[src/rtl/mem_bus_arbiter_if.sv]
// Bus bundle between the two requesters, the arbiter and the DataMemory port.
// MEM_ARB_LOCK_EN adds the per-master lock inputs.
interface mem_bus_arbiter_if #(
    parameter int unsigned ADDR_W = 32,
    parameter int unsigned DATA_W = 32,
    parameter int unsigned ST_W   = 4
);
    logic              m0_req;
    logic              m0_we;
    logic [ST_W-1:0]   m0_storetype;
    logic [ADDR_W-1:0] m0_addr;
    logic [DATA_W-1:0] m0_wdata;
    logic [DATA_W-1:0] m0_rdata;
    logic              m0_ack;

    logic              m1_req;
    logic              m1_we;
    logic [ST_W-1:0]   m1_storetype;
    logic [ADDR_W-1:0] m1_addr;
    logic [DATA_W-1:0] m1_wdata;
    logic [DATA_W-1:0] m1_rdata;
    logic              m1_ack;

`ifdef MEM_ARB_LOCK_EN
    logic              m0_lock;
    logic              m1_lock;
`endif

    logic [ADDR_W-1:0] AddressBus;
    logic [DATA_W-1:0] DataMemoryInput;
    logic [DATA_W-1:0] DataMemoryOutput;
    logic [ST_W-1:0]   storetype;
    logic              MemReadEn;
    logic              MemWriteEn;
    logic [1:0]        grant;

    // Arbiter side.
    modport slave (
`ifdef MEM_ARB_LOCK_EN
        input  m0_lock, m1_lock,
`endif
        input  m0_req, m0_we, m0_storetype, m0_addr, m0_wdata,
        output m0_rdata, m0_ack,
        input  m1_req, m1_we, m1_storetype, m1_addr, m1_wdata,
        output m1_rdata, m1_ack,
        output AddressBus, DataMemoryInput, storetype, MemReadEn, MemWriteEn, grant,
        input  DataMemoryOutput
    );

    // Environment side: requesters plus the memory.
    modport master (
`ifdef MEM_ARB_LOCK_EN
        output m0_lock, m1_lock,
`endif
        output m0_req, m0_we, m0_storetype, m0_addr, m0_wdata,
        input  m0_rdata, m0_ack,
        output m1_req, m1_we, m1_storetype, m1_addr, m1_wdata,
        input  m1_rdata, m1_ack,
        input  AddressBus, DataMemoryInput, storetype, MemReadEn, MemWriteEn, grant,
        output DataMemoryOutput
    );
endinterface

[src/rtl/mem_bus_arbiter.sv]
// Round-robin arbiter sharing one DataMemory port between two masters (IDLE -> ISSUE -> ACK).
// Define MEM_ARB_LOCK_EN to add lock inputs allowing up to LOCK_MAX back-to-back re-grants.
module mem_bus_arbiter #(
    parameter int unsigned ADDR_W = 32,
    parameter int unsigned DATA_W = 32,
    parameter int unsigned ST_W   = 4
`ifdef MEM_ARB_LOCK_EN
    ,
    parameter int unsigned LOCK_MAX = 8
`endif
) (
    input logic              InputClk,
    input logic              rst,
    mem_bus_arbiter_if.slave bus
);

    typedef enum logic [1:0] {StIdle, StIssue, StAck} state_e;

    state_e            state_q;
    logic [1:0]        grant_q;
    logic              last_grant_q;  // index of the master served most recently
    logic [ADDR_W-1:0] addr_q;
    logic [DATA_W-1:0] wdata_q;
    logic [ST_W-1:0]   st_q;
    logic              rd_en_q;
    logic              wr_en_q;
    logic [DATA_W-1:0] m0_rdata_q;
    logic [DATA_W-1:0] m1_rdata_q;
    logic              m0_ack_q;
    logic              m1_ack_q;

    logic              owner;
    logic              arb_valid;
    logic              arb_sel;
    logic              relock;
    logic              sel_we;
    logic [ST_W-1:0]   sel_st;
    logic [ADDR_W-1:0] sel_addr;
    logic [DATA_W-1:0] sel_wdata;

    assign owner = grant_q[1];

`ifdef MEM_ARB_LOCK_EN
    localparam int unsigned CntW = $clog2(LOCK_MAX + 1);
    logic [CntW-1:0] lock_cnt_q;

    assign relock = (owner ? (bus.m1_lock & bus.m1_req) : (bus.m0_lock & bus.m0_req))
                    && (lock_cnt_q < CntW'(LOCK_MAX));
`else
    assign relock = 1'b0;
`endif

    always_comb begin
        arb_valid = 1'b0;
        arb_sel   = 1'b0;
        case (state_q)
            StIdle: begin
                arb_valid = bus.m0_req | bus.m1_req;
                if (bus.m0_req && bus.m1_req) arb_sel = ~last_grant_q;
                else                          arb_sel = bus.m1_req;
            end
            StAck: begin
                // The master being acked is ignored unless a lock re-grant applies.
                if (relock) begin
                    arb_valid = 1'b1;
                    arb_sel   = owner;
                end else begin
                    arb_valid = owner ? bus.m0_req : bus.m1_req;
                    arb_sel   = ~owner;
                end
            end
            default: ;
        endcase
    end

    assign sel_we    = arb_sel ? bus.m1_we        : bus.m0_we;
    assign sel_st    = arb_sel ? bus.m1_storetype : bus.m0_storetype;
    assign sel_addr  = arb_sel ? bus.m1_addr      : bus.m0_addr;
    assign sel_wdata = arb_sel ? bus.m1_wdata     : bus.m0_wdata;

    always_ff @(posedge InputClk) begin
        if (rst) begin
            state_q      <= StIdle;
            grant_q      <= '0;
            last_grant_q <= 1'b1;
            addr_q       <= '0;
            wdata_q      <= '0;
            st_q         <= '0;
            rd_en_q      <= 1'b0;
            wr_en_q      <= 1'b0;
            m0_rdata_q   <= '0;
            m1_rdata_q   <= '0;
            m0_ack_q     <= 1'b0;
            m1_ack_q     <= 1'b0;
`ifdef MEM_ARB_LOCK_EN
            lock_cnt_q   <= '0;
`endif
        end else begin
            m0_ack_q <= 1'b0;
            m1_ack_q <= 1'b0;
            case (state_q)
                StIssue: begin
                    // DataMemory produced its read data on the falling edge of this cycle.
                    if (rd_en_q) begin
                        if (owner) m1_rdata_q <= bus.DataMemoryOutput;
                        else       m0_rdata_q <= bus.DataMemoryOutput;
                    end
                    last_grant_q <= owner;
                    m0_ack_q     <= ~owner;
                    m1_ack_q     <= owner;
                    addr_q       <= '0;
                    wdata_q      <= '0;
                    st_q         <= '0;
                    rd_en_q      <= 1'b0;
                    wr_en_q      <= 1'b0;
                    state_q      <= StAck;
                end
                default: begin
                    if (arb_valid) begin
                        state_q <= StIssue;
                        grant_q <= arb_sel ? 2'b10 : 2'b01;
                        addr_q  <= sel_addr;
                        wdata_q <= sel_wdata;
                        st_q    <= sel_st;
                        rd_en_q <= ~sel_we;
                        wr_en_q <= sel_we;
`ifdef MEM_ARB_LOCK_EN
                        if (state_q == StAck && arb_sel == owner) begin
                            lock_cnt_q <= lock_cnt_q + CntW'(1);
                        end else begin
                            lock_cnt_q <= CntW'(1);
                        end
`endif
                    end else begin
                        state_q <= StIdle;
                        grant_q <= '0;
`ifdef MEM_ARB_LOCK_EN
                        lock_cnt_q <= '0;
`endif
                    end
                end
            endcase
        end
    end

    assign bus.AddressBus      = addr_q;
    assign bus.DataMemoryInput = wdata_q;
    assign bus.storetype       = st_q;
    assign bus.MemReadEn       = rd_en_q;
    assign bus.MemWriteEn      = wr_en_q;
    assign bus.grant           = grant_q;
    assign bus.m0_rdata        = m0_rdata_q;
    assign bus.m1_rdata        = m1_rdata_q;
    assign bus.m0_ack          = m0_ack_q;
    assign bus.m1_ack          = m1_ack_q;

endmodule

[src/flat_wrapper.sv]
// flat-port wrapper written by rule: the top's interface ports become plain ports
module mem_bus_arbiter_flat 
#(
    parameter int unsigned ADDR_W = 32,
    parameter int unsigned DATA_W = 32,
    parameter int unsigned ST_W   = 4

)
  (InputClk, rst, bus_m0_req, bus_m0_we, bus_m0_storetype, bus_m0_addr, bus_m0_wdata, bus_m0_rdata, bus_m0_ack, bus_m1_req, bus_m1_we, bus_m1_storetype, bus_m1_addr, bus_m1_wdata, bus_m1_rdata, bus_m1_ack, bus_AddressBus, bus_DataMemoryInput, bus_storetype, bus_MemReadEn, bus_MemWriteEn, bus_grant, bus_DataMemoryOutput);
  mem_bus_arbiter_if #(.ADDR_W(ADDR_W), .DATA_W(DATA_W), .ST_W(ST_W)) bus_i ();
  input logic InputClk;
  input logic rst;
  input wire logic [$bits(bus_i.m0_req)-1:0] bus_m0_req;
  input wire logic [$bits(bus_i.m0_we)-1:0] bus_m0_we;
  input wire logic [$bits(bus_i.m0_storetype)-1:0] bus_m0_storetype;
  input wire logic [$bits(bus_i.m0_addr)-1:0] bus_m0_addr;
  input wire logic [$bits(bus_i.m0_wdata)-1:0] bus_m0_wdata;
  output wire logic [$bits(bus_i.m0_rdata)-1:0] bus_m0_rdata;
  output wire logic [$bits(bus_i.m0_ack)-1:0] bus_m0_ack;
  input wire logic [$bits(bus_i.m1_req)-1:0] bus_m1_req;
  input wire logic [$bits(bus_i.m1_we)-1:0] bus_m1_we;
  input wire logic [$bits(bus_i.m1_storetype)-1:0] bus_m1_storetype;
  input wire logic [$bits(bus_i.m1_addr)-1:0] bus_m1_addr;
  input wire logic [$bits(bus_i.m1_wdata)-1:0] bus_m1_wdata;
  output wire logic [$bits(bus_i.m1_rdata)-1:0] bus_m1_rdata;
  output wire logic [$bits(bus_i.m1_ack)-1:0] bus_m1_ack;
  output wire logic [$bits(bus_i.AddressBus)-1:0] bus_AddressBus;
  output wire logic [$bits(bus_i.DataMemoryInput)-1:0] bus_DataMemoryInput;
  output wire logic [$bits(bus_i.storetype)-1:0] bus_storetype;
  output wire logic [$bits(bus_i.MemReadEn)-1:0] bus_MemReadEn;
  output wire logic [$bits(bus_i.MemWriteEn)-1:0] bus_MemWriteEn;
  output wire logic [$bits(bus_i.grant)-1:0] bus_grant;
  input wire logic [$bits(bus_i.DataMemoryOutput)-1:0] bus_DataMemoryOutput;
  assign bus_i.m0_req = bus_m0_req;
  assign bus_i.m0_we = bus_m0_we;
  assign bus_i.m0_storetype = bus_m0_storetype;
  assign bus_i.m0_addr = bus_m0_addr;
  assign bus_i.m0_wdata = bus_m0_wdata;
  assign bus_m0_rdata = bus_i.m0_rdata;
  assign bus_m0_ack = bus_i.m0_ack;
  assign bus_i.m1_req = bus_m1_req;
  assign bus_i.m1_we = bus_m1_we;
  assign bus_i.m1_storetype = bus_m1_storetype;
  assign bus_i.m1_addr = bus_m1_addr;
  assign bus_i.m1_wdata = bus_m1_wdata;
  assign bus_m1_rdata = bus_i.m1_rdata;
  assign bus_m1_ack = bus_i.m1_ack;
  assign bus_AddressBus = bus_i.AddressBus;
  assign bus_DataMemoryInput = bus_i.DataMemoryInput;
  assign bus_storetype = bus_i.storetype;
  assign bus_MemReadEn = bus_i.MemReadEn;
  assign bus_MemWriteEn = bus_i.MemWriteEn;
  assign bus_grant = bus_i.grant;
  assign bus_i.DataMemoryOutput = bus_DataMemoryOutput;
  mem_bus_arbiter #(.ADDR_W(ADDR_W), .DATA_W(DATA_W), .ST_W(ST_W)) u_core (.InputClk(InputClk), .rst(rst), .bus(bus_i));
endmodule
[config.mk]
export PLATFORM = sky130hd
export DESIGN_NAME = mem_bus_arbiter_flat
export DESIGN_NICKNAME = d
export VERILOG_FILES = /design/src/rtl/mem_bus_arbiter_if.sv /design/src/rtl/mem_bus_arbiter.sv /design/src/flat_wrapper.sv
export SDC_FILE = /design/constraint.sdc
export NUM_CORES = 1
export LEC_CHECK = 0
export ABC_AREA = 0
export ABC_CLOCK_PERIOD_IN_PS = 2000
export CORE_ASPECT_RATIO = 0.6
export CORE_MARGIN = 2
export CORE_UTILIZATION = 39
export DETAILED_ROUTE_END_ITERATION = 8
export PLACE_DENSITY = 0.8
export SLEW_MARGIN = 25
export SYNTH_ARGS = -nofsm -noshare
export SYNTH_HDL_FRONTEND = slang
export SYNTH_SLANG_ARGS = --single-unit
[constraint.sdc]
create_clock -name InputClk -period 2 [get_ports InputClk]
set_input_delay 0.3 -clock InputClk [delete_from_list [all_inputs] [get_ports InputClk]]
set_output_delay 0.3 -clock InputClk [all_outputs]
set_load 0.005 [all_outputs]
==> results.txt <==
After routing the design area is 9740 sq um. After detailed routing, the number of remaining DRC violations is 0. At the later pin of the worst-skew pair, clock insertion delay measures 400 ps. The run gives 1167 as the final-stage net count.

Counting along the longest clock path gives a buffer depth of 2. The run gives 9950 um as the wire length on met2. The total die area is 15900 sq um, and the largest fanout of any net on the critical path is 8. The cell area that synthesis handed to floorplanning was 5810 sq um. The worst slew slack as a fraction of its limit was 55.0%. The worst setup path is captured at an output pin. The kind of launch point of the worst setup path is a register. Net switching is 26.4% of the power.

312 I/O pins were placed. Buffers inserted to repair hold after CTS numbered 0. The first detailed-routing pass ran for 6 iterations.

The leakage dissipation is 3.32 nW. Leaving out fill and tap cells, the most frequent cells in the layout are 310 x sky130_fd_sc_hd__clkdlybuf4s50_1, 140 x sky130_fd_sc_hd__dfxtp_1, 132 x sky130_fd_sc_hd__a21oi_1. The hold violation total from the final report was 0. The cell-internal power is 6.10 mW, and the vertical die dimension is 98.6 um. After clock tree synthesis, the repair step resized 0 gates. Class of the tightest hold or removal check: input pin to register. The maximum vdd drop was 539 uV. The run gives 21.6% as the part of the power in combinational logic. Power spread over the standard cell area amounts to 851 nW/um^2. The tree built by TritonCTS fans out to 141 sinks.

The overall overflow remaining after global route is 0. The final critical path takes up 85.9% of the cycle. For the worst setup path, the data required time is 1700 ps. Endpoint arrival time on the critical path: 1420 ps.

The tools report the initial core utilization as 40.0%. Synthesis handed over a netlist of 720 instances. Buffers added to address setup during post-CTS repair amount to 0. During synthesis, Yosys emitted a total of 0 warnings. For this design the total switching power over the nets is 2.19 mW. After synthesis, flip-flops and latches occupy 48.5% of the total area. Timing would allow up to 582 MHz.

After detailed routing, the average wire length per cell comes to 17.8 um. Adding up every negative setup slack in the final design gives 0 ps. The number of buffers inserted during clock tree synthesis is 17, and the share of final-layout standard cells stronger than drive strength 1 is 6.36%. In this run the remaining antenna-violating nets after routing total 0.

The final route contains 6522 vias. Entering global routing, the biggest net connects 70 pins. In the global route stage, overall resource usage came out at 26.0%. For the wire length of the first global-routing pass, the log shows 33200 um. The logs give 9120 sq um for the instance area after placement and 0 for the setup-violating endpoint count in the final report. The tools report the number of global-route vias before repair as 6115. The congestion estimate from routability-driven global placement came to 0.788. The commonest non-fill, non-tap cell in the layout was sky130_fd_sc_hd__clkdlybuf4s50_1.

The floorplan has 34 rows. The number of pins exceeding their max-slew limit in the final report came out at 0. After detailed routing, the number of vias per cell comes to 5.41. CTS placed an instance of sky130_fd_sc_hd__clkbuf_16 at the clock tree root.

For this block, the initial DRC count from the detailed router was 571. The mean cell area of the mapped netlist was 8.08 sq um; the minimum period implied by the final worst setup slack was 1720 ps. Fill cells in the final layout number 1261. The setup slack on the worst flop-to-flop path is 310 ps. The total area inside the core boundary comes to 14500 sq um.

The clock arrives with 14.1 ps of skew. Per report_power, the clock group accounts for 40.4% of the total. The number of nets in the synthesized netlist is 894. Compared with the post-synthesis result, the final layout area differs by 67.6%. The flow ran to the end, and the final reports show no timing, DRC or antenna violations. After detailed routing, no signal wire sits above met4.

For the pin with the worst max-slew slack, the measured transition is 676 ps. Counting distinct cell types in the post-synthesis netlist gives 33. The count of buffers added on input and output ports is 311. Initial antenna violation count: 0.

The die width is 162 um, and the clock-pin transition on the worst setup and hold timing paths is 60 ps. The share of power burned in registers is 37.9%, and the number of flip-flops and latches in the synthesized netlist is 141. The HPWL reported at the end of detailed placement is 14700 um, and the total routed wire length on the met1 layer is 9200 um. The total number of H-tree levels came out at 4. Setup repair after global routing left no endpoint under its margin. Summed over all layers, the routed wires come to 21400 um. After detailed routing, the met3 layer carries 1820 um of wire. TritonCTS built the clock tree. For the count of max-cap constraint violations, the log shows 0. The critical path is of the register to output pin type.
## critical path: stages, from the launching register on
cell	delay [ps]
sky130_fd_sc_hd__dfxtp_1	320
sky130_fd_sc_hd__buf_4	160
sky130_fd_sc_hd__clkdlybuf4s50_1	540
## through the flow
| stage | setup slack [ps] | cells | util, % | hold WS [ps] | power, mW |
|---|---|---|---|---|---|
| finish | 282 | 1205 | 67.0 | 148 | 8.29 |
| global route | 199 | 1204 | 67.0 | 153 | 8.65 |
| CTS | 255 | 1204 | 67.0 | 135 | 8.34 |
| detailed placement | 65.7 | 1172 | 62.7 | 446 | 4.99 |
| global placement | 89.8 | 1172 | 62.7 | 441 | 4.98 |
| floorplan | 418 | 720 | - | 383 | 3.95 |
## per-layer routing
layer | track usage [%] | up-vias
li1 | - | 3143
met1 | 33.7 | 3031
met2 | 43.1 | 320
met3 | 6.99 | 28
met4 | 7.35 | 0
met5 | 0 | -
## cell type report
type                       instances  area, sq um  share of cell area, %
timing repair buffer             335         3390                   34.8
sequential                       141         2820                   29.0
multi-input combinational        495         2650                   27.2
clock buffer                      20          437                   4.48
tap                              198          248                   2.54
clock inverter                    12          188                   1.93
inverter                           3         11.3                  0.116
antenna                            1         2.50                 0.0257
## sequential cells by signal (all words and copies together), names as in the netlist
signal and flops:
u_core.bus.m0_rdata 32, u_core.bus.grant 2, u_core.state_q 2, u_core.bus.m1_rdata 32
u_core.bus.m1_ack 1, u_core.bus.m0_ack 1, u_core.bus.MemReadEn 1, u_core.bus.MemWriteEn 1
u_core.bus.AddressBus 32, u_core.last_grant_q 1, u_core.bus.storetype 4, u_core.bus.DataMemoryInput 32
## cell usage after synthesis (all sizes together)
cell | count | area share [%]
a21boi | 1 | 0.13
a21o | 1 | 0.13
a21oi | 132 | 11
a22o | 1 | 0.15
a311oi | 68 | 10
a31oi | 1 | 0.11
and2 | 3 | 0.32
and3 | 1 | 0.11
and3b | 1 | 0.15
buf | 23 | 2.5
clkbuf | 58 | 3.7
dfxtp | 141 | 49
inv | 3 | 0.19
nand2 | 131 | 8.5
nand2b | 2 | 0.34
nand3 | 70 | 6.0
nand3b | 1 | 0.13
nor2 | 4 | 0.26
nor2b | 1 | 0.11
nor3 | 1 | 0.086
nor4 | 1 | 0.11
o211ai | 1 | 0.13
o21a | 1 | 0.13
o21ai | 69 | 6.0
o21bai | 1 | 0.13
o221a | 1 | 0.19
o32ai | 1 | 0.15
or2 | 1 | 0.11
## power groups by stage
stage,clock (mW),sequential [mW],combinational [mW]
after global routing,3.55,3.17,1.93
after detailed placement,0,3.20,1.79
after CTS,3.41,3.14,1.79
after floorplan,0,3.21,0.739
after global placement,0,3.20,1.78
final,3.35,3.14,1.79
## cell families after synthesis
| group | count (synthesis) | share of synthesized area (%) |
|---|---|---|
| flip-flops | 141 | 48.5 |
| AO/OA/AOI/OAI | 278 | 28.9 |
| buffers and inverters | 84 | 6.39 |
| AND/OR/NAND/NOR | 217 | 16.2 |
## path summary, 6_finish.rpt
| check | from | end | cells after the start |
|---|---|---|---|
| max reg2reg | u_core.state_q[1] | u_core.bus.AddressBus[13] | 5 |
| min | rst | u_core.bus.m0_ack | 2 |
| max | u_core.bus.grant[1] | bus_grant[1] | 2 |
| min reg2reg | u_core.bus.m1_rdata[22] | u_core.bus.m1_rdata[22] | 2 |
Power figures use the tool's default switching activity.
